==> src/rtl/matrix_loader.sv <==
// matrix_loader: assembles two DIMxDIM signed-byte matrices (A then B, row-major) from a
// valid/ready byte stream and presents them to the multiplier. Optional framing check: MATRIX_LOADER_FRAMECHK_EN.
module matrix_loader #(
    parameter int         ELEM_W  = 8,
    parameter int         DIM     = 5,
    parameter logic [2:0] OP_MUL  = 3'b010,
    parameter logic [2:0] OP_IDLE = 3'b000
) (
    input  logic                       clk,
    input  logic                       rst_n,
    input  logic                       in_valid,
    output logic                       in_ready,
    input  logic [ELEM_W-1:0]          in_data,
    input  logic                       abort,
`ifdef MATRIX_LOADER_FRAMECHK_EN
    input  logic                       in_last,
    output logic                       frame_err,
`endif
    output logic [DIM*DIM*ELEM_W-1:0]  Aa,
    output logic [DIM*DIM*ELEM_W-1:0]  Bb,
    output logic [2:0]                 op,
    output logic                       out_valid,
    input  logic                       out_ready,
    output logic [5:0]                 load_cnt,
    output logic [15:0]                frame_cnt
);
    localparam int         NEL    = DIM * DIM;
    localparam logic [5:0] LAST_A = 6'(NEL - 1);
    localparam logic [5:0] LAST_B = 6'(2 * NEL - 1);

    typedef enum logic [1:0] {LOAD_A, LOAD_B, PRESENT} state_e;

    state_e              state_q;
    logic                ready_q;
    logic                valid_q;
    logic [2:0]          op_q;
    logic [5:0]          cnt_q;
    logic [15:0]         frames_q;
    logic [ELEM_W-1:0]   a_q [NEL];
    logic [ELEM_W-1:0]   b_q [NEL];

    logic accept;
    logic frame_bad;

    assign accept = in_valid && ready_q;

`ifdef MATRIX_LOADER_FRAMECHK_EN
    logic err_q;

    // in_last must coincide exactly with the 50th byte of a frame
    assign frame_bad = accept && (in_last != (cnt_q == LAST_B));

    always_ff @(posedge clk or negedge rst_n) begin
        if (!rst_n) begin
            err_q <= 1'b0;
        end else if (abort) begin
            err_q <= 1'b0;
        end else if (frame_bad) begin
            err_q <= 1'b1;
        end
    end

    assign frame_err = err_q;
`else
    assign frame_bad = 1'b0;
`endif

    always_ff @(posedge clk or negedge rst_n) begin
        if (!rst_n) begin
            state_q  <= LOAD_A;
            ready_q  <= 1'b0;
            valid_q  <= 1'b0;
            op_q     <= OP_IDLE;
            cnt_q    <= '0;
            frames_q <= '0;
            for (int k = 0; k < NEL; k++) begin
                a_q[k] <= '0;
                b_q[k] <= '0;
            end
        end else if (abort) begin
            state_q <= LOAD_A;
            ready_q <= 1'b1;
            valid_q <= 1'b0;
            op_q    <= OP_IDLE;
            cnt_q   <= '0;
        end else if (frame_bad) begin
            state_q <= LOAD_A;
            ready_q <= 1'b1;
            cnt_q   <= '0;
        end else begin
            case (state_q)
                LOAD_A: begin
                    ready_q <= 1'b1;
                    if (accept) begin
                        for (int k = 0; k < NEL; k++) begin
                            if (cnt_q == 6'(k)) a_q[k] <= in_data;
                        end
                        cnt_q <= cnt_q + 6'd1;
                        if (cnt_q == LAST_A) state_q <= LOAD_B;
                    end
                end
                LOAD_B: begin
                    ready_q <= 1'b1;
                    if (accept) begin
                        for (int k = 0; k < NEL; k++) begin
                            if (cnt_q == 6'(k + NEL)) b_q[k] <= in_data;
                        end
                        if (cnt_q == LAST_B) begin
                            state_q <= PRESENT;
                            ready_q <= 1'b0;
                            valid_q <= 1'b1;
                            op_q    <= OP_MUL;
                            cnt_q   <= '0;
                        end else begin
                            cnt_q <= cnt_q + 6'd1;
                        end
                    end
                end
                PRESENT: begin
                    ready_q <= 1'b0;
                    if (out_ready) begin
                        state_q  <= LOAD_A;
                        ready_q  <= 1'b1;
                        valid_q  <= 1'b0;
                        op_q     <= OP_IDLE;
                        frames_q <= frames_q + 16'd1;
                    end
                end
                default: begin
                    state_q <= LOAD_A;
                    ready_q <= 1'b1;
                    valid_q <= 1'b0;
                    op_q    <= OP_IDLE;
                    cnt_q   <= '0;
                end
            endcase
        end
    end

    for (genvar gi = 0; gi < NEL; gi++) begin : g_pack
        assign Aa[gi*ELEM_W +: ELEM_W] = a_q[gi];
        assign Bb[gi*ELEM_W +: ELEM_W] = b_q[gi];
    end

    assign in_ready  = ready_q;
    assign out_valid = valid_q;
    assign op        = op_q;
    assign load_cnt  = cnt_q;
    assign frame_cnt = frames_q;
endmodule

==> config.mk <==
export PLATFORM = sky130hd
export DESIGN_NAME = matrix_loader
export DESIGN_NICKNAME = d
export VERILOG_FILES = /design/src/rtl/matrix_loader.sv
export SDC_FILE = /design/constraint.sdc
export NUM_CORES = 1
export LEC_CHECK = 0
export CAP_MARGIN = 20
export CORE_UTILIZATION = 35
export DETAILED_ROUTE_END_ITERATION = 10
export GPL_ROUTABILITY_DRIVEN = 0
export PLACE_DENSITY = 0.71
export SLEW_MARGIN = 20
export SYNTH_ARGS = -nofsm -noshare
export SYNTH_HDL_FRONTEND = slang
export SYNTH_SLANG_ARGS = --single-unit
==> constraint.sdc <==
create_clock -name clk -period 6.1 [get_ports clk]
set_input_delay 1.22 -clock clk [delete_from_list [all_inputs] [get_ports clk]]
set_output_delay 1.22 -clock clk [all_outputs]
set_load 0.05 [all_outputs]
* Word-level counts from Yosys, hierarchy flattened
Index checks and enable logic that the tools add are counted.
Word-level totals: register bits after elaboration 429, bits of input ports 13, output and inout port bits 427, word-level logic and storage cells 201
Cells by class: add/subtract/negate cells 2, equality and inequality tests 58, muxes and demuxes 27, bitwise gates (word level) 1, reductions and logical operators 57
Operators with widths (number):
- $reduce_and A4 Y1 | 51
- $eq A6 B6 Y1 const B | 18
- $eq A6 B5 Y1 const B | 16
- $eq A6 B4 Y1 const B | 8
- $eq A6 B3 Y1 const B | 4
- $mux W6 | 4
- $pmux W6 S3 | 1
- $add A16 B1 Y16 const B | 1
- $ne A3 B3 Y1 const B | 5
- $eq A6 B2 Y1 const B | 2
- $mux W2 | 6
- $mux W3 | 4
- $pmux W3 S3 | 1
- $mux W1 | 8
- $add A6 B1 Y6 const B | 1
- $eq A6 B1 Y1 const B | 1
- $logic_not A6 Y1 | 1
- $pmux W2 S3 | 1
- $reduce_and A3 Y1 | 2
- $reduce_and A5 Y1 | 1
- $ne A2 B2 Y1 const B | 2
- $pmux W1 S3 | 1
- $eq A2 B1 Y1 const B | 1
- $eq A2 B2 Y1 const B | 1
- 4 further kinds | 4

* Depth between registers and ports, before layout
depth in word-level cells 5, mapped depth 8, mapped depth without buffers 6

* Worst setup path after synthesis
OpenSTA, ideal clock, no wires.
path type in2reg, from input abort, to register b_q, in the netlist Bb[100], library setup time 125 ps, arrival time 2759 ps, data required time 5975 ps, path slack 3217 ps, cell stages on the path 7, path buffers 3, path through buf_6 -> nand4b_4 -> or3b_1 -> clkbuf_2 -> buf_12 -> nor2_8 -> mux2_2
Between the ends: word-level cells in the longest chain between the ends 2
RTL lines:
- start: declaration | RTL line 14 | input logic abort,
- $not A1 Y1 (no line)
- $reduce_and A4 Y1 (no line)
- end signal: indexed assignment | RTL line 106 | if (cnt_q == 6'(k + NEL)) b_q[k] <= in_data;
- end: declaration | RTL line 40 | logic [ELEM_W-1:0] b_q [NEL];
No other way between the ends. A chain may end at the register's enable or synchronous reset.

* Worst setup path after layout
from register cnt_q[2], in the netlist load_cnt[2], to output load_cnt[2]
RTL lines:
- start: declaration | RTL line 37 | logic [5:0] cnt_q;
- start signal: assignment | RTL line 98 | cnt_q <= cnt_q + 6'd1;
- start signal: assignment | RTL line 115 | cnt_q <= cnt_q + 6'd1;
- end: declaration | RTL line 24 | output logic [5:0] load_cnt,
No word-level cell between the ends.

==> impl_metrics.tcl <==
set metrics [dict create \
    status "finished clean" \
    grt_max_degree 119 \
    arrival_ps 2290 \
    stdcell_area_um2 23400 \
    finClkSkew_ps 24.2 \
    synthAdderAreaFrac 0.00662 \
    die-height_um 222 \
    ys_top_cells_by_area "dfrtp_1, mux2_2, nor2_8" \
    drv_cap 0 \
    multi_input_area_um2 6040 \
    synth_simple_gate_area_frac 0.0630 \
    drive_above_1_share 0.352 \
    final-instance-count-excl-fill 2149 \
    worstMarginPinSlew_ps 1120 \
    cpLargestDelayFamily "buffers and inverters" \
    placed_area_um2 22000 \
    cpPeakStageDelay_ps 980 \
    drv_slew 0 \
    ant_nets 0 \
    register_area_um2 10700 \
    power_density_nw_per_um2 304 \
    crit_buf_inv 1 \
    clockBufferDepth 3 \
    die_area_um2 49500 \
    clockRootBuffer "clkbuf_16" \
    ys_ff_latch 426 \
    start_util 0.356 \
    syn_inst 1069 \
    clock_latency_ps 570 \
    relSlewSlack 0.253 \
    grt-ovfl-total 0 \
    ys_seq_area_frac 0.627 \
    std_cell_rows 80 \
    antenna_found_initial 0 \
    pin_count 440 \
    synth_top_area_frac 0.627 \
    drtPass1Iterations 6 \
    fin_nets 1531 \
    async_flop_share 1.00 \
    critPathRequiredTime_ps 4880 \
    worstSetupPathType "reg2out" \
    vdd_drop_max_mv 0.203 \
    total_power_uw 7130 \
    viasPerCell 4.94 \
    vias 10600 \
    rsz0062_at_grt "false" \
    hold_buffers 0 \
    diodes 0 \
    fillers 4169 \
    htreeDepth 2 \
    synth-main-ff-cell "dfrtp_1" \
    drc 0 \
    synth_top_family_by_area "multiplexers" \
    synth-xor-area-share 0.00875 \
    fin_setup_tns_ps 0 \
    cts.clk_slew.worst_paths_ps 60 \
    yosysMostFrequentCell "dfrtp_1" \
    syn_area_per_cell_um2 15.9 \
    crit_chain "clkdlybuf4s50_1" \
    wl_per_cell_um 23.0 \
    synth_compound_area_frac 0.00890 \
    initialDrtViolationCount 406 \
    grt_pass1_vias 11300 \
    placedCellCount 2075 \
    postCtsSetupRepairBufs 0 \
    grt_use_total 0.200 \
    grt_pass1_wl_um 74500 \
    p_leak_uw 0.0113 \
    routed_wl_um 49500 \
    setup_viol 0 \
    hpwl_um 32900 \
    hold_class "reg2reg" \
    port_buffers 437 \
    cts_num_sinks 426 \
    die-width_um 222 \
    synth_top_area_cell "dfrtp_1" \
    synth_area_um2 17000 \
    crit_path_max_fanout 18 \
    cp-end-kind "output port" \
    post-route-period-util 0.576 \
    cpMaxStageDelayCell "clkdlybuf4s50_1" \
    hold_viol 0 \
    synthMuxAreaShare 0.267 \
    cts_tree "built" \
    cts-resized-gates 0 \
    fp.coreArea_um2 47800 \
    synth_warnings 0 \
    synthToLayoutAreaGrowth_pct 37.8 \
    yosysUniqueCellTypes 55 \
    finalCriticalPeriod_ps 3510 \
    clock.fmax_mhz 285 \
    cp-start-kind "register" \
    synth_edf_count 0 \
    cts_buffers 47 \
    synth_common_cells "dfrtp_1, mux2_2, clkbuf_1, nand2_1, nor2_8" \
]
## flip-flops by register name, summed over array words and instances (netlist names)
| signal | count |
|---|---|
| frame_cnt | 16 |
| Bb | 200 |
| in_ready | 1 |
| load_cnt | 6 |
| Aa | 200 |
| state_q | 2 |
| op | 1 |
## layout make-up
class | instances | area share
Clock buffer | 63 | 0.0571
Timing Repair Buffer | 451 | 0.191
Clock inverter | 11 | 0.00550
Multi-Input combinational cell | 574 | 0.258
Tap cell | 615 | 0.0328
Sequential cell | 426 | 0.455
Inverter | 9 | 0.00144
## worst paths after layout
kind                                           start                         to  slack, ps  cells past startpoint
max                          load_cnt[2]$_DFFE_PN0P_                load_cnt[2]       2590                      1
min                        frame_cnt[15]$_DFFE_PN0P_  frame_cnt[15]$_DFFE_PN0P_        490                      1
max reg2reg                  load_cnt[2]$_DFFE_PN0P_        Bb[186]$_DFFE_PN0P_       2710                      4
min reg2reg                frame_cnt[15]$_DFFE_PN0P_  frame_cnt[15]$_DFFE_PN0P_        490                      1
max in group asynchronous                      rst_n        Bb[140]$_DFFE_PN0P_       4160                      2
min in group asynchronous                      rst_n         Bb[14]$_DFFE_PN0P_        660                      1
## logic make-up after synthesis
group / count (synthesis)
DFF: 426
muxes: 403
and+or+nand+nor: 124
buffers and inverters: 70
AOI/OAI and AO/OA: 19
xor gates and xnor gates: 17
adders and majority gates: 9
other: 1
## power breakdown
| group | internal (µW) | switching, µW |
|---|---|---|
| Combinational | 415 | 935 |
| Clock | 1610 | 1110 |
| Sequential | 2970 | 91.5 |
| Total | 4990 | 2140 |
## stage by stage
step	util	hold slack (ps)	worst slack [ps]
2_1_floorplan	-	516	3220
3_3_place_gp	0.459	468	2050
3_5_place_dp	0.459	479	1990
4_1_cts	0.490	498	2510
5_1_grt	0.490	507	2450
6_report	0.490	491	2590
## per-layer routing
| metal | up-vias | wire (µm) | track usage |
|---|---|---|---|
| li1 | 4641 | - | - |
| met1 | 5560 | 21300 | 0.259 |
| met2 | 336 | 23800 | 0.327 |
| met3 | 75 | 2880 | 0.0483 |
| met4 | 0 | 1510 | 0.0734 |
| met5 | - | 0 | 0 |
## cell usage in the layout (no fill, tap or decap), drive strengths merged, types with 3 or more instances in the layout
cell	count
nor2b	3
nand2	24
nand4	9
xnor2	14
clkdlybuf4s50	428
nand3	27
mux2	403
dfrtp	426
buf	23
and2	3
clkbuf	63
nand4b	3
ha	9
clkinv	6
xor2	3
nor3	5
a21oi	4
nor2	34
inv	10
Note: power is estimated with default switching activity, not from simulation.
